## src/rtl/util_axis2msi_arb_if.sv

```systemverilog
// rtl/util_axis2msi_arb_if.sv - event stream and MSI request bundle for util_axis2msi_arb
// Ports (slave = arbiter side):
//   s_axis_tdata/tvalid/tready : event stream, tdata carries the MSI vector number
//   msi_enable, msi_mask       : global issue enable and per-vector hold mask
//   msi_num, msi_req, msi_grant: request to / single-cycle grant from the MSI controller
//   pending, drop_count        : pending bitmap and saturating out-of-range event count
interface util_axis2msi_arb_if #(
    parameter int NUM_VECTORS = 32,
    parameter int CNT_WIDTH   = 16
);
    logic [7:0]             s_axis_tdata;
    logic                   s_axis_tvalid;
    logic                   s_axis_tready;
    logic                   msi_enable;
    logic [NUM_VECTORS-1:0] msi_mask;
    logic [4:0]             msi_num;
    logic                   msi_req;
    logic                   msi_grant;
    logic [NUM_VECTORS-1:0] pending;
    logic [CNT_WIDTH-1:0]   drop_count;

    modport slave (
        input  s_axis_tdata, s_axis_tvalid, msi_enable, msi_mask, msi_grant,
        output s_axis_tready, msi_num, msi_req, pending, drop_count
    );

    modport master (
        output s_axis_tdata, s_axis_tvalid, msi_enable, msi_mask, msi_grant,
        input  s_axis_tready, msi_num, msi_req, pending, drop_count
    );
endinterface

```

## src/rtl/util_axis2msi_arb.sv

```systemverilog
// rtl/util_axis2msi_arb.sv - coalesces stream events into pending MSI vectors and issues them round-robin
// Ports:
//   clk   : single clock, rising edge
//   rst_n : asynchronous active-low reset
//   bus   : util_axis2msi_arb_if.slave (event stream, MSI request/grant, status)
module util_axis2msi_arb #(
    parameter int NUM_VECTORS = 32,
    parameter int CNT_WIDTH   = 16
) (
    input  logic                 clk,
    input  logic                 rst_n,
    util_axis2msi_arb_if.slave   bus
);
    localparam int                IDX_W = (NUM_VECTORS > 1) ? $clog2(NUM_VECTORS) : 1;
    localparam logic [8:0]        NV9   = 9'(NUM_VECTORS);
    localparam logic [IDX_W-1:0]  LAST  = IDX_W'(NUM_VECTORS - 1);

    typedef enum logic {IDLE, REQ} state_t;

    state_t                 r_state;
    state_t                 w_state_nxt;
    logic                   r_tready;
    logic                   r_req;
    logic [IDX_W-1:0]       r_num;
    logic [IDX_W-1:0]       r_start;     // first index of the next round-robin search
    logic [NUM_VECTORS-1:0] r_pending;
    logic [CNT_WIDTH-1:0]   r_drop;

    logic                   w_accept;
    logic                   w_in_range;
    logic                   w_issue;
    logic                   w_found;
    logic [IDX_W-1:0]       w_sel;
    logic [NUM_VECTORS-1:0] w_elig;
    logic [NUM_VECTORS-1:0] w_set;
    logic [NUM_VECTORS-1:0] w_clr;

    assign w_accept   = bus.s_axis_tvalid & r_tready;
    assign w_in_range = {1'b0, bus.s_axis_tdata} < NV9;
    assign w_set      = (w_accept && w_in_range) ? (NUM_VECTORS'(1) << bus.s_axis_tdata) : '0;
    assign w_clr      = w_issue ? (NUM_VECTORS'(1) << w_sel) : '0;
    assign w_elig     = r_pending & ~bus.msi_mask;

    // Scan from r_start upwards with wrap; the first eligible vector wins.
    always_comb begin
        int k;
        k       = 0;
        w_found = 1'b0;
        w_sel   = '0;
        for (int i = 0; i < NUM_VECTORS; i++) begin
            k = int'(r_start) + i;
            if (k >= NUM_VECTORS) begin
                k = k - NUM_VECTORS;
            end
            if (!w_found && w_elig[k[IDX_W-1:0]]) begin
                w_found = 1'b1;
                w_sel   = k[IDX_W-1:0];
            end
        end
    end

    // Enable and mask only gate a new selection; an issued request runs to grant.
    always_comb begin
        w_state_nxt = r_state;
        w_issue     = 1'b0;
        case (r_state)
            IDLE: begin
                if (bus.msi_enable && w_found) begin
                    w_issue     = 1'b1;
                    w_state_nxt = REQ;
                end
            end
            REQ: begin
                if (bus.msi_grant) begin
                    w_state_nxt = IDLE;
                end
            end
            default: w_state_nxt = IDLE;
        endcase
    end

    always_ff @(posedge clk or negedge rst_n) begin
        if (!rst_n) begin
            r_state   <= IDLE;
            r_tready  <= 1'b0;
            r_req     <= 1'b0;
            r_num     <= '0;
            r_start   <= '0;
            r_pending <= '0;
            r_drop    <= '0;
        end else begin
            r_state  <= w_state_nxt;
            r_tready <= 1'b1;
            // A set in the issue cycle overrides the clear, so the vector fires again later.
            r_pending <= (r_pending & ~w_clr) | w_set;
            if (w_accept && !w_in_range && (r_drop != '1)) begin
                r_drop <= r_drop + CNT_WIDTH'(1);
            end
            if (w_issue) begin
                r_req <= 1'b1;
                r_num <= w_sel;
            end else if (r_state == REQ && bus.msi_grant) begin
                r_req   <= 1'b0;
                r_start <= (r_num == LAST) ? '0 : r_num + IDX_W'(1);
            end
        end
    end

    assign bus.s_axis_tready = r_tready;
    assign bus.msi_req       = r_req;
    assign bus.msi_num       = 5'(r_num);
    assign bus.pending       = r_pending;
    assign bus.drop_count    = r_drop;
endmodule

```

## src/flat_wrapper.sv

```systemverilog
// flat-port wrapper written by rule: the top's interface ports become plain ports
module util_axis2msi_arb_flat 
#(
    parameter int NUM_VECTORS = 32,
    parameter int CNT_WIDTH   = 16
)
  (clk, rst_n, bus_s_axis_tdata, bus_s_axis_tvalid, bus_msi_enable, bus_msi_mask, bus_msi_grant, bus_s_axis_tready, bus_msi_num, bus_msi_req, bus_pending, bus_drop_count);
  util_axis2msi_arb_if #(.NUM_VECTORS(NUM_VECTORS), .CNT_WIDTH(CNT_WIDTH)) bus_i ();
  input  logic clk;
  input  logic rst_n;
  input wire logic [$bits(bus_i.s_axis_tdata)-1:0] bus_s_axis_tdata;
  input wire logic [$bits(bus_i.s_axis_tvalid)-1:0] bus_s_axis_tvalid;
  input wire logic [$bits(bus_i.msi_enable)-1:0] bus_msi_enable;
  input wire logic [$bits(bus_i.msi_mask)-1:0] bus_msi_mask;
  input wire logic [$bits(bus_i.msi_grant)-1:0] bus_msi_grant;
  output wire logic [$bits(bus_i.s_axis_tready)-1:0] bus_s_axis_tready;
  output wire logic [$bits(bus_i.msi_num)-1:0] bus_msi_num;
  output wire logic [$bits(bus_i.msi_req)-1:0] bus_msi_req;
  output wire logic [$bits(bus_i.pending)-1:0] bus_pending;
  output wire logic [$bits(bus_i.drop_count)-1:0] bus_drop_count;
  assign bus_i.s_axis_tdata = bus_s_axis_tdata;
  assign bus_i.s_axis_tvalid = bus_s_axis_tvalid;
  assign bus_i.msi_enable = bus_msi_enable;
  assign bus_i.msi_mask = bus_msi_mask;
  assign bus_i.msi_grant = bus_msi_grant;
  assign bus_s_axis_tready = bus_i.s_axis_tready;
  assign bus_msi_num = bus_i.msi_num;
  assign bus_msi_req = bus_i.msi_req;
  assign bus_pending = bus_i.pending;
  assign bus_drop_count = bus_i.drop_count;
  util_axis2msi_arb #(.NUM_VECTORS(NUM_VECTORS), .CNT_WIDTH(CNT_WIDTH)) u_core (.clk(clk), .rst_n(rst_n), .bus(bus_i));
endmodule
```

## config.mk

```make
export PLATFORM = sky130hd
export DESIGN_NAME = util_axis2msi_arb_flat
export DESIGN_NICKNAME = d
export VERILOG_FILES = /design/src/rtl/util_axis2msi_arb_if.sv /design/src/rtl/util_axis2msi_arb.sv /design/src/flat_wrapper.sv
export SDC_FILE = /design/constraint.sdc
export NUM_CORES = 1
export LEC_CHECK = 0
export CORE_MARGIN = 3
export CORE_UTILIZATION = 45
export DETAILED_ROUTE_END_ITERATION = 6
export PLACE_DENSITY = 0.74
export SLEW_MARGIN = 25
export SYNTH_ARGS = -nofsm -noshare
export SYNTH_HDL_FRONTEND = slang
export SYNTH_SLANG_ARGS = --single-unit
```

## constraint.sdc

```tcl
create_clock -name clk -period 6.7 [get_ports clk]
set_input_delay 1.34 -clock clk [delete_from_list [all_inputs] [get_ports clk]]
set_output_delay 1.34 -clock clk [all_outputs]
set_load 0.02 [all_outputs]
```

**Yosys cells after proc, flatten, opt, wreduce, memory -nomap -nowiden**

Index checks and enable logic that the tools add are counted.

- Bits in registers: 61
- Output and inout port bits: 55
- Logic and storage cells: 388
- Input port bits: 45

- Add/subtract/negate cells: 65
- Shift-type cells: 2
- Equal/unequal tests: 2
- Muxes and demuxes: 169
- Bitwise gates (word level): 8
- $lt $le $gt $ge: 65
- Reductions and logical operators: 70

Operator list:

| cell | count |
|---|---|
| two-way mux 5 bit | 65 |
| < comparator 5 x 6 -> 1 bit, second input constant | 32 |
| greater-or-equal comparator 6 bit, second input constant | 31 |
| binary-select mux 1 bit (select 5 bit) | 32 |
| subtractor 5 x 1 -> 5 bit, second input constant | 32 |
| adder 5 x 5 -> 6 bit, second input constant | 16 |
| two-way mux 1 bit | 69 |
| bitwise AND 32 bit | 2 |
| two-way mux 32 bit | 2 |
| NOT 32 bit | 2 |
| adder 5 x 4 -> 6 bit, second input constant | 8 |
| logical AND 1 bit | 36 |
| logical NOT 1 bit | 32 |
| bitwise OR 32 bit | 1 |
| left shift 1 x 5 -> 32 bit, first input constant | 1 |
| left shift 1 x 8 -> 32 bit, first input constant | 1 |
| adder 5 x 3 -> 6 bit, second input constant | 4 |
| adder 16 x 1 -> 16 bit, second input constant | 1 |
| != test 16 bit, second input constant | 1 |
| adder 5 x 2 -> 6 bit, second input constant | 2 |
| < comparator 8 x 6 -> 1 bit, second input constant | 1 |
| adder 5 x 1 -> 6 bit, second input constant | 1 |
| greater-or-equal comparator 5 x 6 -> 1 bit, second input constant | 1 |
| adder 5 x 1 -> 5 bit, second input constant | 1 |
| 6 further kinds | 7 |

**Depth between registers and ports, before layout**

Gate-level depths: netlist (run 1).

- Depth after elaboration: 105
- Gate-level depth with buffers: 27
- Mapped depth without buffers: 16

**Worst setup path before layout (run 1)**

OpenSTA, ideal clock, no wires.

- Path type: register to register
- Start: reg u_core.r_start[0]
- End: reg u_core.r_pending[22], in the netlist u_core.bus.pending[22]
- Path slack: 1.061 ns
- Path buffers: 8
- Data required time: 6.574 ns
- Arrival: 5.513 ns
- Clock period less this slack: 5.639 ns
- Stages on the path, launching flop included: 24
- Setup time: 0.126 ns
- Cell sequence: dfrtp_1 -> buf_4 -> buf_6 -> buf_6 -> buf_6 -> clkbuf_1 -> inv_1 -> ha_1 -> buf_2 -> nand2b_1 -> nand2_1 -> buf_4 -> mux4_2 -> mux4_2 -> nor4_1 -> nand2_1 -> or4_1 -> buf_6 -> nor3_4 -> a2111oi_1 -> a221o_1 -> a31oi_2 -> nand4_1 -> a221o_1

- Word-level cells in the longest chain between the ends: 105
- Elaborated cells between the ends (all ways): 325
- Classes of those cells: add/sub: 63; order compare: 32; shift: 1; mux: 163; bitwise: 3; reduce/logical: 63

RTL lines:

| item | RTL line | RTL |
|---|---|---|
| start, declared | util_axis2msi_arb.sv:25 | `logic [IDX_W-1:0] r_start;` |
| start signal, assigned | util_axis2msi_arb.sv:104 | `r_start <= (r_num == LAST) ? '0 : r_num + IDX_W'(1);` |
| parallel branches: the longest is 101 deep, another holds adder 5 x 1 -> 6 bit | - |  |
| two-way mux 32 bit (*) | util_axis2msi_arb.sv:41 | `assign w_clr = w_issue ? (NUM_VECTORS'(1) << w_sel) : '0;` |
| NOT 32 bit (*) | util_axis2msi_arb.sv:95 | `r_pending <= (r_pending & ~w_clr) \| w_set;` |
| bitwise AND 32 bit (*) | util_axis2msi_arb.sv:95 |  |
| bitwise OR 32 bit (*) | util_axis2msi_arb.sv:95 |  |
| end signal, assigned | util_axis2msi_arb.sv:95 |  |
| end, declared | util_axis2msi_arb.sv:26 | `logic [NUM_VECTORS-1:0] r_pending;` |

Mark *: on every way between the ends. The select of a mux whose other input is x is not followed.
A chain may end at the register's enable or synchronous reset.

**Worst setup path in the final report (run 1)**

- Start: reg u_core.r_start[1]
- End: reg u_core.r_pending[21], in the netlist u_core.bus.pending[21]

Same word-level chain as after synthesis.

==> metrics.md, run 1 <==
| Metric | Value |
|---|---|
| Worst setup SP type | flip-flop |
| Half-perimeter wire length after detailed placement | 34,040 um |
| Port Buffer Count | 99 |
| Routed Antenna Nets | 0 |
| Final critical-path required period | 6508 ps |
| Share of the synthesized area in compound gates (AO/OA/AOI/OAI) | 28.35% |
| Area share of fa/ha/maj cells after synthesis | 2.034% |
| Area grow syn2layout | 20.39% |
| Die footprint | 22,260 um^2 |
| Total DRC errors in the routed layout | 0 |
| Dpl cell area | 10,820 um^2 |
| Global-route wire length before repair | 63,840 um |
| Arrival time of data at the critical path endpoint | 6710 ps |
| Total routing usage reported by global routing | 37.55% |
| Simple-Gate Fraction of Synth Area | 31.30% |
| Mean cell area of the mapped netlist | 7.935 um^2 |
| Flip-flop and latch count after synthesis | 61 |
| Initial standard-cell utilization of the core | 46.65% |
| Count of H-tree levels built during CTS | 3 |
| Path type of the worst min-delay path | reg2reg |
| Portion of the post-synthesis area used by sequential elements | 16.54% |
| Pre-antenna DRT Iters | 6 |
| Max-slew violation count | 0 |
| Total congestion overflow after global routing | 0 |
| Synthesized netlist cell count | 1,163 |
| Maximum capacitance violations | 0 |
| Async set-or-reset flop fraction in the synthesized netlist | 100.0% |
| Via count | 11,030 |
| Area of the core | 19,780 um^2 |
| Quantity of hold-fixing buffers added after cts | 0 |
| Average wire per standard cell | 27.44 um |
| Post-CTS sizing | 0 |
| Violation count after the first detailed-routing iteration | 1,277 |
| Number of flops mapped to enable cells by yosys | 0 |
| Wire length after detailed routing | 42,780 um |
| Final setup viols | 0 |
| Max Clk Rate | 153.7 MHz |
| Post-Synthesis Net Count | 1,223 |
| Share of the clock period used by the worst path after layout | 97.14% |
| Maximum number of pins on one net before global-route repair | 102 |
| Post-synth cell types | 93 |
| Boundary pin count | 100 |
| Clock tree sinks | 61 |
| Clock latency on the worst-skew pair | 320 ps |
| Reg clk slew, reported paths | 50 ps |
| Clock Skews | 3.634 ps |
| Ratio of cells with drive above 1 in the final layout | 13.38% |
| Die boundary width | 149.2 um |
| Nets@finish | 1,348 |
| Critical path fanouts, max | 13 |
| Sum of negative setup slack | 0 ps |
| Placement row count | 51 |
| CTS max path bufs | 2 |
| Rel. slew slack | 32.70% |
| Result of the run | completed |
| Combinational family with the most area after synthesis | simple AND/OR/NAND/NOR gates |
| Antenna violations before repair | 0 |
| Most frequently used flop master after synthesis | sky130_fd_sc_hd__dfrtp_1 |
| Fraction of synthesized area in multiplexers | 12.50% |
| Worst hold margin | 502.0 ps |
| Crit end category | flip-flop |
| Setup repair after global routing missed its margin | no |
| Via-to-Cell Ratio | 7.072 |
| Root Driver | sky130_fd_sc_hd__clkbuf_16 |
| Classification of the worst setup path | reg2reg |
| CTS tree | yes |
| Number of clock buffers inserted by TritonCTS | 9 |
| Netlist area before placement | 9229 um^2 |
| Buffers inserted during post-CTS setup optimization | 0 |
| Last weighted congestion value of the routability-driven placer | 1.060 |
| Number of hold-slack violations in the final timing report | 0 |
| Die Ht | 149.2 um |
| Transition time at the pin with the least slew margin | 1002 ps |
| Final instance area | 11,110 um^2 |
| Vias in the first global route | 10,250 |
| Area share of xor/xnor cells in the synthesized design | 4.732% |
| Syn. warnings | 0 |
| WP data required | 6900 ps |
worst max-delay path, cell delays in order, from the launching register on:
cell	delay [ps]
sky130_fd_sc_hd__dfrtp_1	650
sky130_fd_sc_hd__inv_1	270
sky130_fd_sc_hd__ha_1	500
sky130_fd_sc_hd__nand2b_1	410
sky130_fd_sc_hd__nor3_1	760
sky130_fd_sc_hd__or4_1	250
sky130_fd_sc_hd__o22ai_1	180
sky130_fd_sc_hd__nor2_1	320
sky130_fd_sc_hd__nand4_1	270
sky130_fd_sc_hd__buf_4	240
sky130_fd_sc_hd__nor3_1	470
sky130_fd_sc_hd__nand3_1	200
sky130_fd_sc_hd__o211ai_1	210
sky130_fd_sc_hd__a311oi_1	160
sky130_fd_sc_hd__buf_4	170
sky130_fd_sc_hd__o2111ai_2	350
sky130_fd_sc_hd__nand2_2	290
sky130_fd_sc_hd__or2_1	330
sky130_fd_sc_hd__a221o_1	310
placed cells by master, fill, tap and decap left out, types with 17 or more instances in the layout:
master	n
sky130_fd_sc_hd__nand4_1	19
sky130_fd_sc_hd__nand3_1	36
sky130_fd_sc_hd__nand2b_1	36
sky130_fd_sc_hd__or4_1	18
sky130_fd_sc_hd__dfrtp_1	59
sky130_fd_sc_hd__clkdlybuf4s50_1	98
sky130_fd_sc_hd__o21a_1	21
sky130_fd_sc_hd__a21oi_1	39
sky130_fd_sc_hd__and3b_1	17
sky130_fd_sc_hd__o22ai_1	21
sky130_fd_sc_hd__o21ai_0	56
sky130_fd_sc_hd__xnor2_1	32
sky130_fd_sc_hd__nor2b_1	18
sky130_fd_sc_hd__nor3b_1	19
sky130_fd_sc_hd__nor2_1	95
sky130_fd_sc_hd__buf_4	77
sky130_fd_sc_hd__nand3b_1	18
sky130_fd_sc_hd__inv_1	26
sky130_fd_sc_hd__nor4_1	20
sky130_fd_sc_hd__nand2_1	110
sky130_fd_sc_hd__mux4_2	40
sky130_fd_sc_hd__nor3_1	65
layout make-up:
class | instances | area, um^2
fillers | 1858 | 8671
clock buffers | 15 | 267.8
multi-input cells | 1012 | 7302
repair buffers | 176 | 1564
well taps | 265 | 331.6
diodes | 1 | 2.502
flip-flops and latches | 61 | 1529
inverters | 28 | 108.9
clock inverters | 1 | 5.005
Yosys cell counts (15+ instances only):
| master | number | share of area, % |
|---|---|---|
| sky130_fd_sc_hd__nand2_1 | 110 | 4.5 |
| sky130_fd_sc_hd__nor2_1 | 95 | 3.9 |
| sky130_fd_sc_hd__nor3_1 | 68 | 3.7 |
| sky130_fd_sc_hd__dfrtp_1 | 61 | 17 |
| sky130_fd_sc_hd__o21ai_0 | 56 | 3.0 |
| sky130_fd_sc_hd__mux4_2 | 40 | 9.8 |
| sky130_fd_sc_hd__a21oi_1 | 39 | 2.1 |
| sky130_fd_sc_hd__nand2b_1 | 36 | 2.4 |
| sky130_fd_sc_hd__nand3_1 | 36 | 2.0 |
| sky130_fd_sc_hd__clkbuf_1 | 32 | 1.3 |
| sky130_fd_sc_hd__xnor2_1 | 32 | 3.0 |
| sky130_fd_sc_hd__inv_1 | 26 | 1.1 |
| sky130_fd_sc_hd__o21a_1 | 21 | 1.7 |
| sky130_fd_sc_hd__o22ai_1 | 21 | 1.4 |
| sky130_fd_sc_hd__nor4_1 | 20 | 1.4 |
| sky130_fd_sc_hd__nand4_1 | 19 | 1.3 |
| sky130_fd_sc_hd__nor3b_1 | 19 | 1.5 |
| sky130_fd_sc_hd__nand3b_1 | 18 | 1.5 |
| sky130_fd_sc_hd__nor2b_1 | 18 | 1.2 |
| sky130_fd_sc_hd__or4_1 | 18 | 1.5 |
| sky130_fd_sc_hd__and3b_1 | 17 | 1.6 |
| sky130_fd_sc_hd__a22oi_1 | 16 | 1.3 |
| sky130_fd_sc_hd__or3_1 | 16 | 1.1 |
| sky130_fd_sc_hd__xor2_1 | 16 | 1.5 |
| sky130_fd_sc_hd__ha_1 | 15 | 2.0 |
| sky130_fd_sc_hd__o211ai_1 | 15 | 1.2 |
registers in the layout, indices dropped and copies added, names as in the netlist:
signal,cells
u_core.bus.drop_count,16
u_core.bus.msi_req,1
u_core.bus.pending,32
u_core.r_state,1
u_core.bus.msi_num,5
u_core.bus.s_axis_tready,1
u_core.r_start,5
layer usage:
metal / global-route usage [%] / wire, um
met5: 0 / 0
met4: 19.63 / 2784
met2: 59.00 / 18900
met1: 49.03 / 16210
met3: 7.323 / 4893
path summary, 6_finish.rpt:
path	start	endpoint	slack, ps	cells after the start
worst max-delay path	u_core.r_start[1]$_DFFE_PN0P_	u_core.bus.pending[21]$_DFF_PN0_	190	18
worst min-delay path	u_core.bus.drop_count[11]$_DFFE_PN0P_	u_core.bus.drop_count[11]$_DFFE_PN0P_	500	1
worst max register to register	u_core.r_start[1]$_DFFE_PN0P_	u_core.bus.pending[21]$_DFF_PN0_	190	18
worst min register to register	u_core.bus.drop_count[11]$_DFFE_PN0P_	u_core.bus.drop_count[11]$_DFFE_PN0P_	500	1
max in group asynchronous	rst_n	u_core.r_start[0]$_DFFE_PN0P_	4970	2
min in group asynchronous	rst_n	u_core.bus.drop_count[5]$_DFFE_PN0P_	1200	2
metrics by stage:
stage               util (%)  std cells  worst slack, ps
floorplan                  -       1163             1061
global placement       54.68       1542            152.6
detailed placement     54.68       1542            160.2
CTS                    56.06       1558            385.2
global route           56.15       1558            11.04
finish                 56.17       1559            191.8
cells by family after synthesis:
kind of cell,count (synthesis)
AND/OR/NAND/NOR,532
multiplexers,64
flip-flops,61
AO/OA/AOI/OAI,351
adder cells (fa/ha/maj),15
other,1
buffers and inverters,90
XOR/XNOR,49
Power of run 1 is left out: the tool's default activity adds up to more than one toggle a clock period on the data nets, which glitch-free logic cannot reach.
==> run 2: changes to the inputs <==
--- a/config.mk
+++ b/config.mk
@@ -8,7 +8,7 @@
 export CORE_MARGIN = 3
 export CORE_UTILIZATION = 45
 export DETAILED_ROUTE_END_ITERATION = 6
-export PLACE_DENSITY = 0.74
+export PLACE_DENSITY = 0.64
 export SLEW_MARGIN = 25
 export SYNTH_ARGS = -nofsm -noshare
 export SYNTH_HDL_FRONTEND = slang
==> run 2 against run 1 <==
  * Setup slack lost 68 ps
  * Register-to-register slack gained 160 ps
  * Sequential cell count is the same
  * Design area grew 0.78%
  * Non-clock buffer count grew 13
  * Clock-buffer cell count shrank 2
  * Maximum frequency shrank 1.0%
  * Critical path depth shrank 2
  * Die area is the same
  * Clock skew is essentially flat
  * Hold slack is essentially flat
  * Largest cell class unchanged
==> metrics.md, run 2 (synthesized netlist as in run 1, its figures left out) <==
| Metric | Value |
|---|---|
| Post-CTS sizing | 0 (unchanged) |
| Die Ht | 149.2 um (unchanged) |
| Final critical-path required period | 6576 ps (was 6508 ps) |
| Transition time at the pin with the least slew margin | 1044 ps (was 1002 ps) |
| Worst setup endpoint | u_core.bus.pending[0]$_DFF_PN0_ (was u_core.bus.pending[21]$_DFF_PN0_) |
| Worst-case setup margin in the final layout | 123.9 ps (was 191.8 ps) |
| Total congestion overflow after global routing | 0 (unchanged) |
| Max Clk Rate | 152.1 MHz (was 153.7 MHz) |
| Total routing usage reported by global routing | 37.50% (was 37.55%) |
| Max FFs per register | 32 (unchanged) |
| Number of clock buffers inserted by TritonCTS | 9 (unchanged) |
| Launch point of the critical path | bus_msi_mask[5] (was u_core.r_start[1]$_DFFE_PN0P_) |
| Fill cell count | 1,902 (was 1,858) |
| Pre-antenna DRT Iters | 6 (unchanged) |
| Via count | 10,950 (was 11,030) |
| Die boundary width | 149.2 um (unchanged) |
| Max-slew violation count | 0 (unchanged) |
| Final setup viols | 0 (unchanged) |
| Register Area | 1529 um^2 (unchanged) |
| Routed Antenna Nets | 0 (unchanged) |
| Clock Skews | 4.008 ps (was 3.634 ps) |
| End of the worst register-to-register path | u_core.bus.pending[0]$_DFF_PN0_ (was u_core.bus.pending[21]$_DFF_PN0_) |
| CTS max path bufs | 2 (unchanged) |
| Area used by multi-input combinational logic | 7297 um^2 (was 7302 um^2) |
| Placement row count | 51 (unchanged) |
| Worst hold margin | 501.7 ps (was 502.0 ps) |
| Classification of the worst setup path | in2reg (was reg2reg) |
| Area of the core | 19,780 um^2 (unchanged) |
| Critical path fanouts, max | 10 (was 13) |
| Count of H-tree levels built during CTS | 3 (unchanged) |
| Number of hold-slack violations in the final timing report | 0 (unchanged) |
| Path type of the worst min-delay path | reg2reg (unchanged) |
| CTS tree | yes (unchanged) |
| Quantity of hold-fixing buffers added after cts | 0 (unchanged) |
| Global-route wire length before repair | 63,710 um (was 63,840 um) |
| Clock latency on the worst-skew pair | 330 ps (was 320 ps) |
| Clock tree sinks | 61 (unchanged) |
| Via-to-Cell Ratio | 6.975 (was 7.072) |
| Average wire per standard cell | 26.91 um (was 27.44 um) |
| Share of the clock period used by the worst path after layout | 98.15% (was 97.14%) |
| Worst setup SP type | primary input (was flip-flop) |
| Critical register-to-register path startpoint | u_core.r_start[0]$_DFFE_PN0P_ (was u_core.r_start[1]$_DFFE_PN0P_) |
| Initial standard-cell utilization of the core | 46.65% (unchanged) |
| Crit end category | flip-flop (unchanged) |
| Reg2Reg Setup Slack | 350 ps (was 190 ps) |
| Total DRC errors in the routed layout | 0 (unchanged) |
| Root Driver | sky130_fd_sc_hd__clkbuf_16 (unchanged) |
| Ratio of cells with drive above 1 in the final layout | 14.10% (was 13.38%) |
| Result of the run | completed (unchanged) |
| Buffers inserted during post-CTS setup optimization | 0 (unchanged) |
| Wire length after detailed routing | 42,240 um (was 42,780 um) |
| Setup repair after global routing missed its margin | no (unchanged) |
| Maximum number of pins on one net before global-route repair | 101 (was 102) |
| Sum of negative setup slack | 0 ps (unchanged) |
| Worst reg2reg path depth | 16 (was 18) |
| Violation count after the first detailed-routing iteration | 1,211 (was 1,277) |
| Die footprint | 22,260 um^2 (unchanged) |
| Most common library cell in the layout ignoring fill and taps | sky130_fd_sc_hd__nand2_1 (unchanged) |
| Post-place setup slack | 34.46 ps (was 160.2 ps) |
| Port Buffer Count | 99 (unchanged) |
| Vias in the first global route | 10,330 (was 10,250) |
| Area grow syn2layout | 21.33% (was 20.39%) |
| Reg clk slew, reported paths | 50 ps (about the same) |
| Nets@finish | 1,361 (was 1,348) |
| Half-perimeter wire length after detailed placement | 33,660 um (was 34,040 um) |
| Last weighted congestion value of the routability-driven placer | 1.066 (was 1.060) |
| Most used cells in the layout excluding fill and tap cells | 110 x sky130_fd_sc_hd__nand2_1, 98 x sky130_fd_sc_hd__clkdlybuf4s50_1, 95 x sky130_fd_sc_hd__nor2_1 (unchanged) |
| Maximum capacitance violations | 0 (unchanged) |
| Final antenna diode count | 0 (was 1) |
| Antenna violations before repair | 0 (unchanged) |
| WP data required | 6910 ps (was 6900 ps) |
| Boundary pin count | 100 (unchanged) |
| Rel. slew slack | 29.90% (was 32.70%) |
| Arrival time of data at the critical path endpoint | 6790 ps (was 6710 ps) |
run 2: cell types whose count changed in the layout (fill, tap and decap cells not counted), sizes merged:
cell / delta
buf: +13
clkbuf: -2
clkinv: +2
clkinvlp: -1
diode: -1
run 2: worst min-delay path by stage:
stage                     cells after the start  slack [ps]                                   from                                     to
after global routing                          1         520  u_core.bus.drop_count[11]$_DFFE_PN0P_  u_core.bus.drop_count[11]$_DFFE_PN0P_
after detailed placement                      1         490  u_core.bus.drop_count[11]$_DFFE_PN0P_  u_core.bus.drop_count[11]$_DFFE_PN0P_
after global placement                        1         490  u_core.bus.drop_count[11]$_DFFE_PN0P_  u_core.bus.drop_count[11]$_DFFE_PN0P_
final                                         1         500  u_core.bus.drop_count[11]$_DFFE_PN0P_  u_core.bus.drop_count[11]$_DFFE_PN0P_
after floorplan                               1         490               u_core.r_state$_DFF_PN0_               u_core.r_state$_DFF_PN0_
after CTS                                     1         510   u_core.bus.drop_count[6]$_DFFE_PN0P_   u_core.bus.drop_count[6]$_DFFE_PN0P_
run 2: critical path, stage by stage:
cell	delay, ps
sky130_fd_sc_hd__clkdlybuf4s50_1	480
sky130_fd_sc_hd__and3b_1	220
sky130_fd_sc_hd__nor4_1	570
sky130_fd_sc_hd__nor4_1	230
sky130_fd_sc_hd__mux4_2	640
sky130_fd_sc_hd__nor3_1	620
sky130_fd_sc_hd__nand2_1	230
sky130_fd_sc_hd__or3_1	430
sky130_fd_sc_hd__o32a_1	360
sky130_fd_sc_hd__a211oi_1	200
sky130_fd_sc_hd__a311oi_1	130
sky130_fd_sc_hd__o2111ai_2	440
sky130_fd_sc_hd__nand2_2	170
sky130_fd_sc_hd__buf_12	190
sky130_fd_sc_hd__or3_1	360
sky130_fd_sc_hd__a22o_1	180
run 2: layout make-up:
class	count	share of cell area (%)
multi-input combinational	1012	65.17
timing repair buffer	189	14.95
inverter	28	0.9387
tap	265	2.961
clock buffer	13	2.235
sequential	61	13.66
clock inverter	2	0.08940
run 2: through the flow:
stage                     utilization [%]  std cells  cell area [um^2]
after floorplan                         -       1163              9229
after global placement              55.24       1555             10930
after detailed placement            55.24       1555             10930
after CTS                           56.55       1570             11190
after global routing                56.60       1570             11200
final                               56.60       1570             11200
run 2: routing by layer:
metal	routed length (um)	vias up	track usage, %	share of wire [%]
met5	0	-	0	0
met1	16770	5244	50.44	40
met2	18780	728	59.29	44
li1	-	4835	-	-
met4	2290	0	17.12	5.4
met3	4395	144	6.138	10
Power of run 2 is left out for the same reason.
